## src/rtl/conv_pkg.sv

```systemverilog
// conv_pkg -- shared defaults and width/saturation helpers for the KxK convolution.
// Rev 1.0
`default_nettype none

package conv_pkg;

  localparam int DEF_INTEGER_BITS     = 8;
  localparam int DEF_FIXED_POINT_BITS = 4;

  // Headroom for summing n full-precision products of two w-bit operands.
  function automatic int acc_width(input int w, input int n);
    return 2 * w + $clog2(n);
  endfunction

  function automatic int addr_width(input int n);
    return (n > 1) ? $clog2(n) : 1;
  endfunction

  function automatic longint sat_max(input int w);
    return (longint'(1) <<< (w - 1)) - 1;
  endfunction

  function automatic longint sat_min(input int w);
    return -(longint'(1) <<< (w - 1));
  endfunction

endpackage

`default_nettype wire

```

## src/rtl/conv_adder_tree.sv

```systemverilog
// conv_adder_tree -- signed sum of N packed IN_W-bit terms into OUT_W bits.
// Rev 1.0
`default_nettype none

module conv_adder_tree #(
  parameter int N     = 9,
  parameter int IN_W  = 24,
  parameter int OUT_W = 28
) (
  input  logic [N*IN_W-1:0]       terms,
  output logic signed [OUT_W-1:0] sum
);

  always_comb begin
    sum = '0;
    for (int i = 0; i < N; i++) begin
      sum = sum + OUT_W'($signed(terms[i*IN_W +: IN_W]));
    end
  end

endmodule

`default_nettype wire

```

## src/rtl/conv_kxk.sv

```systemverilog
// conv_kxk -- KxK fixed-point convolution, 3-stage multiply/sum/round-saturate pipeline.
// Rev 1.0. Optional macro CONV_RELU_EN clamps negative results to zero.
`default_nettype none

module conv_kxk
  import conv_pkg::*;
#(
  parameter int  INTEGER_BITS     = DEF_INTEGER_BITS,
  parameter int  FIXED_POINT_BITS = DEF_FIXED_POINT_BITS,
  parameter int  KSIZE            = 3,
  localparam int W                = INTEGER_BITS + FIXED_POINT_BITS,
  localparam int N                = KSIZE * KSIZE,
  localparam int AW               = addr_width(N)
) (
  input  logic           i_clk,
  input  logic           i_rst_n,
  input  logic [W*N-1:0] i_pixel_data,
  input  logic           i_pixel_data_valid,
  output logic           o_pixel_data_ready,
  input  logic           i_kernel_wr,
  input  logic [AW-1:0]  i_kernel_addr,
  input  logic [W-1:0]   i_kernel_data,
  output logic [W-1:0]   o_convolved_data,
  output logic           o_convolved_data_valid,
  input  logic           i_convolved_data_ready,
  output logic           o_sat_flag,
  input  logic           i_sat_clr
);

  localparam int PW    = 2 * W;
  localparam int ACC_W = acc_width(W, N);
  localparam int RW    = ACC_W + 1;

  localparam logic signed [RW-1:0] ROUND  = RW'((64'sd1 <<< FIXED_POINT_BITS) >>> 1);
  localparam logic signed [RW-1:0] SAT_HI = RW'(sat_max(W));
  localparam logic signed [RW-1:0] SAT_LO = RW'(sat_min(W));
  localparam logic signed [W-1:0]  ONE    = W'(64'sd1 <<< FIXED_POINT_BITS);

  logic signed [W-1:0]     weight [N];
  logic [N*PW-1:0]         prod;
  logic signed [ACC_W-1:0] sum;
  logic signed [ACC_W-1:0] acc;
  logic signed [RW-1:0]    rounded;
  logic signed [RW-1:0]    shifted;
  logic signed [W-1:0]     result;
  logic                    sat;
  logic                    v1;
  logic                    v2;
  logic                    advance;

  assign advance            = !o_convolved_data_valid || i_convolved_data_ready;
  assign o_pixel_data_ready = advance;

  // Weight writes ignore the stall so software can reload the kernel at any time.
  always_ff @(posedge i_clk or negedge i_rst_n) begin
    if (!i_rst_n) begin
      for (int t = 0; t < N; t++) begin
        weight[t] <= ONE;
      end
    end else if (i_kernel_wr && (32'(i_kernel_addr) < N)) begin
      weight[i_kernel_addr] <= i_kernel_data;
    end
  end

  always_ff @(posedge i_clk) begin
    if (advance) begin
      for (int t = 0; t < N; t++) begin
        prod[t*PW +: PW] <= PW'(weight[t]) * PW'($signed(i_pixel_data[t*W +: W]));
      end
      acc <= sum;
    end
  end

  conv_adder_tree #(
    .N     (N),
    .IN_W  (PW),
    .OUT_W (ACC_W)
  ) u_adder_tree (
    .terms (prod),
    .sum   (sum)
  );

  always_comb begin
    rounded = RW'(acc) + ROUND;
    shifted = rounded >>> FIXED_POINT_BITS;
    sat     = 1'b0;
    result  = shifted[W-1:0];
    if (shifted > SAT_HI) begin
      result = SAT_HI[W-1:0];
      sat    = 1'b1;
    end else if (shifted < SAT_LO) begin
      result = SAT_LO[W-1:0];
      sat    = 1'b1;
    end
`ifdef CONV_RELU_EN
    if (result[W-1]) begin
      result = '0;
    end
`endif
  end

  always_ff @(posedge i_clk or negedge i_rst_n) begin
    if (!i_rst_n) begin
      v1                     <= 1'b0;
      v2                     <= 1'b0;
      o_convolved_data_valid <= 1'b0;
      o_convolved_data       <= '0;
      o_sat_flag             <= 1'b0;
    end else begin
      if (advance) begin
        v1                     <= i_pixel_data_valid;
        v2                     <= v1;
        o_convolved_data_valid <= v2;
        if (v2) begin
          o_convolved_data <= result;
        end
      end
      // A saturating load wins over a clear in the same cycle.
      if (advance && v2 && sat) begin
        o_sat_flag <= 1'b1;
      end else if (i_sat_clr) begin
        o_sat_flag <= 1'b0;
      end
    end
  end

endmodule

`default_nettype wire
```

## config.mk

```make
export PLATFORM = sky130hd
export DESIGN_NAME = conv_kxk
export DESIGN_NICKNAME = d
export VERILOG_FILES = /design/src/rtl/conv_pkg.sv /design/src/rtl/conv_adder_tree.sv /design/src/rtl/conv_kxk.sv
export SDC_FILE = /design/constraint.sdc
export NUM_CORES = 2
export LEC_CHECK = 0
export ABC_CLOCK_PERIOD_IN_PS = 12850
export CAP_MARGIN = 0
export CORE_MARGIN = 2
export CORE_UTILIZATION = 55
export DETAILED_ROUTE_END_ITERATION = 10
export MAX_ROUTING_LAYER = met4
export PLACE_DENSITY = 0.79
export RECOVER_POWER = 50
export SYNTH_ARGS = -nofsm -noshare
export SYNTH_HDL_FRONTEND = slang
export SYNTH_SLANG_ARGS = --single-unit
```

## constraint.sdc

```tcl
create_clock -name i_clk -period 12.85 [get_ports i_clk]
set_input_delay 1.9275 -clock i_clk [delete_from_list [all_inputs] [get_ports i_clk]]
set_output_delay 1.9275 -clock i_clk [all_outputs]
set_load 0.02 [all_outputs]
```

# Word-level counts from Yosys, hierarchy flattened
# Index checks and enable logic that the tools add are counted.
dict set report totals {
  reg_bits 368
  input_bits 130
  output_inout_bits 15
  word_cells 57
}
dict set report op_classes {
  add_sub_neg 9
  n_mul 9
  magnitude_cmp 5
  n_mux 9
  n_bitwise 1
  n_reduce_logical 8
}
# operator n
set op_table {}
lappend op_table {{12-bit by 12-bit multiplier with 24-bit output} 9}
lappend op_table {{28-bit by 24-bit adder with 28-bit output} 6}
lappend op_table {{108-bit bitwise mux} 1}
lappend op_table {{12-bit demux with 4-bit select} 1}
lappend op_table {{12-bit two-way mux} 3}
lappend op_table {{28-bit by 5-bit adder with 29-bit output (second input constant)} 1}
lappend op_table {{25-bit by 24-bit adder with 26-bit output} 1}
lappend op_table {{24-bit by 24-bit adder with 25-bit output} 1}
lappend op_table {{25-bit by 12-bit greater-than comparator with 1-bit output (second input constant)} 1}
lappend op_table {{25-bit by 12-bit < comparator with 1-bit output (second input constant)} 1}
lappend op_table {{5-bit >= comparator (second input constant)} 1}
lappend op_table {{5-bit by 1-bit < comparator with 1-bit output (second input constant)} 1}
lappend op_table {{4-bit inverter with 5-bit output} 1}
lappend op_table {{1-bit logical AND} 4}
lappend op_table {{4-bit < comparator (second input constant)} 1}
lappend op_table {{1-bit two-way mux} 4}
lappend op_table {{2-bit AND reduction} 1}
lappend op_table {{2-bit nonzero test} 1}
lappend op_table {{1-bit zero test} 1}
lappend op_table {{1-bit logical OR} 1}

# Depth between registers and ports, before layout
dict set report logic_depth {
  word_depth 8
  mapped_depth 23
  depth_no_buf 23
}

# Hierarchy
# A second synthesis with hierarchy kept.
dict set report hier_totals {
  hier_cells 6868
  hier_area_um2 67191.9
}
# mod n_inst cells_each area_per_inst_um2 seq_area_each_um2
set by_module_without_submodules {}
lappend by_module_without_submodules {conv_kxk 1 6269 61490.2 10351.2}
lappend by_module_without_submodules {conv_adder_tree 1 599 5701.7 0.0}

# Worst setup path before layout
# No wires, ideal clock.
dict set report synth_path {
  kind {input port to flip-flop}
  startpoint {input port i_convolved_data_ready}
  endpoint {register o_convolved_data[10]}
  setup_time_ps 144
  arrival_time_ps 11352
  t_required_ps 12706
  slack_ps 1354
  path_stages 5
  n_path_buf 1
  cell_sequence {nand2b_1 > clkbuf_1 > nand2_1 > nor3_4 > a211oi_2}
}
dict set report synth_via {
  elab_chain_cells 2
}
# item line_no
set synth_rtl {}
lappend synth_rtl {{start: declaration} conv_kxk.sv:25} ;# input logic i_convolved_data_ready,
lappend synth_rtl {{1-bit logical OR} conv_kxk.sv:51} ;# assign advance = !o_convolved_data_valid || i_convolved_data_ready;
lappend synth_rtl {{via o_pixel_data_ready} conv_kxk.sv:19} ;# output logic o_pixel_data_ready,
lappend synth_rtl {{2-bit AND reduction (no line)} --}
lappend synth_rtl {{end signal: assignment} conv_kxk.sv:115} ;# o_convolved_data <= result;
lappend synth_rtl {{end: declaration} conv_kxk.sv:23} ;# output logic [W-1:0] o_convolved_data,
# The timed path passes the listed nets, and every way through them passes these cells.
# A chain may end at the register's enable or synchronous reset.

==> flow_summary.yaml <==
status:
  status: "finished, violations left"
  violations: "capacitance limit, slew limit"
flow_run:
  maxCapViolations: 5
timing:
  tightest_slew_ns: 4.881
  finClkSkew_ns: 0.03669
  slew_headroom: -2.254
  max_freq_mhz: 128.7
  finalMaxSlewViolations: 291
  period_minus_slack_ns: 7.768
  setup_violations: 0
  hold_viol_final: 0
  fin_crit_sh: 0.6045
  fin_setup_tns_ns: 0
  rsz0062_at_grt: "false"
setup_path:
  cp-end-kind: "async pin"
  worstSetupStartpointType: "input port"
  critPathMostFrequentCell: "clkbuf_1"
  worstPathRequired_ns: 12.84
  cp.arrival_ns: 7.76
  slowest_stage: "clkbuf_1"
  path_class: "in -> async"
  critPathBufInv: 2
  r2r-start: "prod[49]$_DFFE_PN_"
  crit_chain: "clkbuf_1 > clkbuf_1"
  rr_worst_depth: 23
  slowest_delay_ns: 3.35
  cp.depth: 2
  cp_max_fo: 76
  startpoint: "i_rst_n"
  critPathTopFamily: "buffers and inverters"
global_routing:
  grt_pass1_wl_um: 258800
  grt_max_degree: 89
  grt_antenna_before_repair: 25
  grt_overflow: 0
  grt.total_usage: 0.2771
  grt_pass1_vias: 48770
synthesis:
  synthesis.instances: 6705
  synth-edff-count: 241
  ys_types: 78
  ys_seq_elements: 365
  synth_top_flop_cell: "edfxtp_1"
  synth_warnings: 0
  async_flop_share: 0.3397
  syn_avg_cell_area_um2: 9.888
  syn_area_um2: 66300
  syn_nets: 8735
  ys_seq_area_frac: 0.1561
floorplanning:
  die_w_um: 351.2
  pin_count: 145
  rows: 127
  dieArea_um2: 123300
  start_util: 0.5533
  fp.dieH_um: 351.2
  core_area_um2: 119800
route:
  vias: 45210
  drt_iter0_drc: 3425
  antenna_left: 0
  wire_per_inst_um: 18.80
  wirelength_um: 156900
  vias_per_cell: 5.418
  dr.pass1.iters: 8
  drc: 0
finish:
  nNetsFinal: 8710
  syn2layout_area_growth_pct: 6.213
  nFillCells: 9817
  regArea_um2: 10350
  multi_input_area_um2: 48920
  drive_above_1_share: 0.03383
clock_tree:
  cts_tree: "yes"
  cts_setup_buffers: 0
  clk_pin_slew_ns: 0.07
  cts_resized: 0
  cts_buffers: 39
  postCtsHoldBufs: 0
  htreeDepth: 2
  clock_path_buffers: 3
  cts_root_buffer: "clkbuf_16"
  cts.sinks: 365
  clock_latency_ns: 0.59
placed_design:
  port_buffers: 144
  place_hpwl_um: 128600
  place_congestion: 0.9722
worst_hold_path:
  hold_depth: 1
  hp-class: "reg -> reg"
  min_from: "o_sat_flag$_DFFE_PN0P_"
-- final cells by class --
type / count / area share
diodes: 21 / 0.0007463
clock buffers: 50 / 0.01533
clock inverters: 22 / 0.004051
inverters: 1644 / 0.08763
multi-input cells: 4470 / 0.6947
flip-flops and latches: 365 / 0.1470
well taps: 1612 / 0.02864
repair buffers: 160 / 0.02193
-- worst paths after layout --
kind,to,slack [ns]
worst min register to register,o_sat_flag$_DFFE_PN0P_,0.51
max in group i_clk,prod[167]$_DFFE_PN_,5.24
worst max register to register,acc[27]$_DFFE_PN_,6.55
worst max-delay path,weight[18]$_DFFE_PN0P_,5.08
worst min-delay path,o_sat_flag$_DFFE_PN0P_,0.51
min in group asynchronous,weight[89]$_DFFE_PN0P_,3.09
-- state kept, by name (all words and copies together) (netlist names) --
signal,cells
acc,25
o_convolved_data,12
o_convolved_data_valid,1
o_sat_flag,1
prod,216
v1,1
v2,1
weight,108
-- cells in the mapped netlist, types with 21 or more instances --
| cell | count | area, µm² |
|---|---|---|
| a211oi_1 | 26 | 195.2 |
| a21o_1 | 47 | 352.8 |
| a21oi_1 | 122 | 610.6 |
| and2_1 | 405 | 2534 |
| and3_1 | 21 | 131.4 |
| clkbuf_1 | 220 | 825.8 |
| dfrtp_1 | 115 | 2878 |
| edfxtp_1 | 241 | 7237 |
| fa_1 | 1389 | 27810 |
| ha_1 | 511 | 6394 |
| inv_1 | 1636 | 6141 |
| mux2_2 | 111 | 1250 |
| nand2_1 | 877 | 3292 |
| nand2b_1 | 49 | 306.5 |
| nand3_1 | 41 | 205.2 |
| nor2_1 | 217 | 814.5 |
| nor2b_1 | 27 | 168.9 |
| nor3_1 | 42 | 210.2 |
| o21a_1 | 35 | 262.8 |
| o21ai_0 | 71 | 355.3 |
| xnor2_1 | 211 | 1848 |
| xor2_1 | 53 | 464.2 |
-- stage by stage --
stage               hold slack [ns]  std cells  utilization  setup WS, ns  cell area, µm²
floorplan                    0.4667       6705            -         1.354           66300
global placement             0.4774       8251       0.5762         4.981           69040
detailed placement           0.4955       8251       0.5762         4.830           69040
CTS                          0.5084       8323       0.5876         5.430           70410
global route                 0.5224       8340       0.5876         3.965           70410
finish                       0.5104       8344       0.5877         5.082           70420
-- cells by family (layout without fill, tap and decap cells) --
logic type,after synthesis,in the layout,share of synthesized area
AO/OA/AOI/OAI,427,427,0.04267
XOR/XNOR,264,264,0.03488
adder cells (fa/ha/maj),1900,1900,0.5159
buffers and inverters,1870,1876,0.1060
flip-flops,365,365,0.1561
multiplexers,112,112,0.01900
other,0,21,0
AND/OR/NAND/NOR,1767,1767,0.1255
-- routing by layer --
metal  vias to the layer above  GRT usage  wire length [µm]
met2                      1659     0.4417             76350
met1                     23210     0.3684             62170
met5                         -          -                 0
met3                       310    0.03818             12730
li1                      20030          -                 -
met4                         0    0.09280              5656
-- placed cells by master (no fill, tap or decap), types with 12 or more instances in the layout --
| cell | Yosys | final |
|---|---|---|
| o21ai_0 | 71 | 71 |
| nand4_1 | 13 | 13 |
| nor2_1 | 217 | 217 |
| mux2_2 | 111 | 109 |
| dfrtp_1 | 115 | 115 |
| a21oi_1 | 122 | 122 |
| o21bai_1 | 17 | 17 |
| fa_1 | 1389 | 1389 |
| ha_1 | 511 | 511 |
| or3_1 | 18 | 18 |
| clkdlybuf4s50_1 | 0 | 116 |
| clkbuf_16 | 0 | 41 |
| nand2_1 | 877 | 877 |
| buf_4 | 1 | 13 |
| xnor2_1 | 211 | 211 |
| and2_1 | 405 | 396 |
| and3_1 | 21 | 21 |
| diode_2 | 0 | 21 |
| edfxtp_1 | 241 | 241 |
| dlygate4sd3_1 | 0 | 27 |
| a21o_1 | 47 | 47 |
| nand3_1 | 41 | 41 |
| nor2b_1 | 27 | 27 |
| inv_1 | 1636 | 1636 |
| nor3_1 | 42 | 43 |
| a211oi_1 | 26 | 26 |
| o21a_1 | 35 | 35 |
| xor2_1 | 53 | 53 |
| a211o_1 | 12 | 12 |
| nand2b_1 | 49 | 49 |
Power is not shown: default switching activity piles up to over one toggle a cycle in this logic, so the estimate is an artifact.
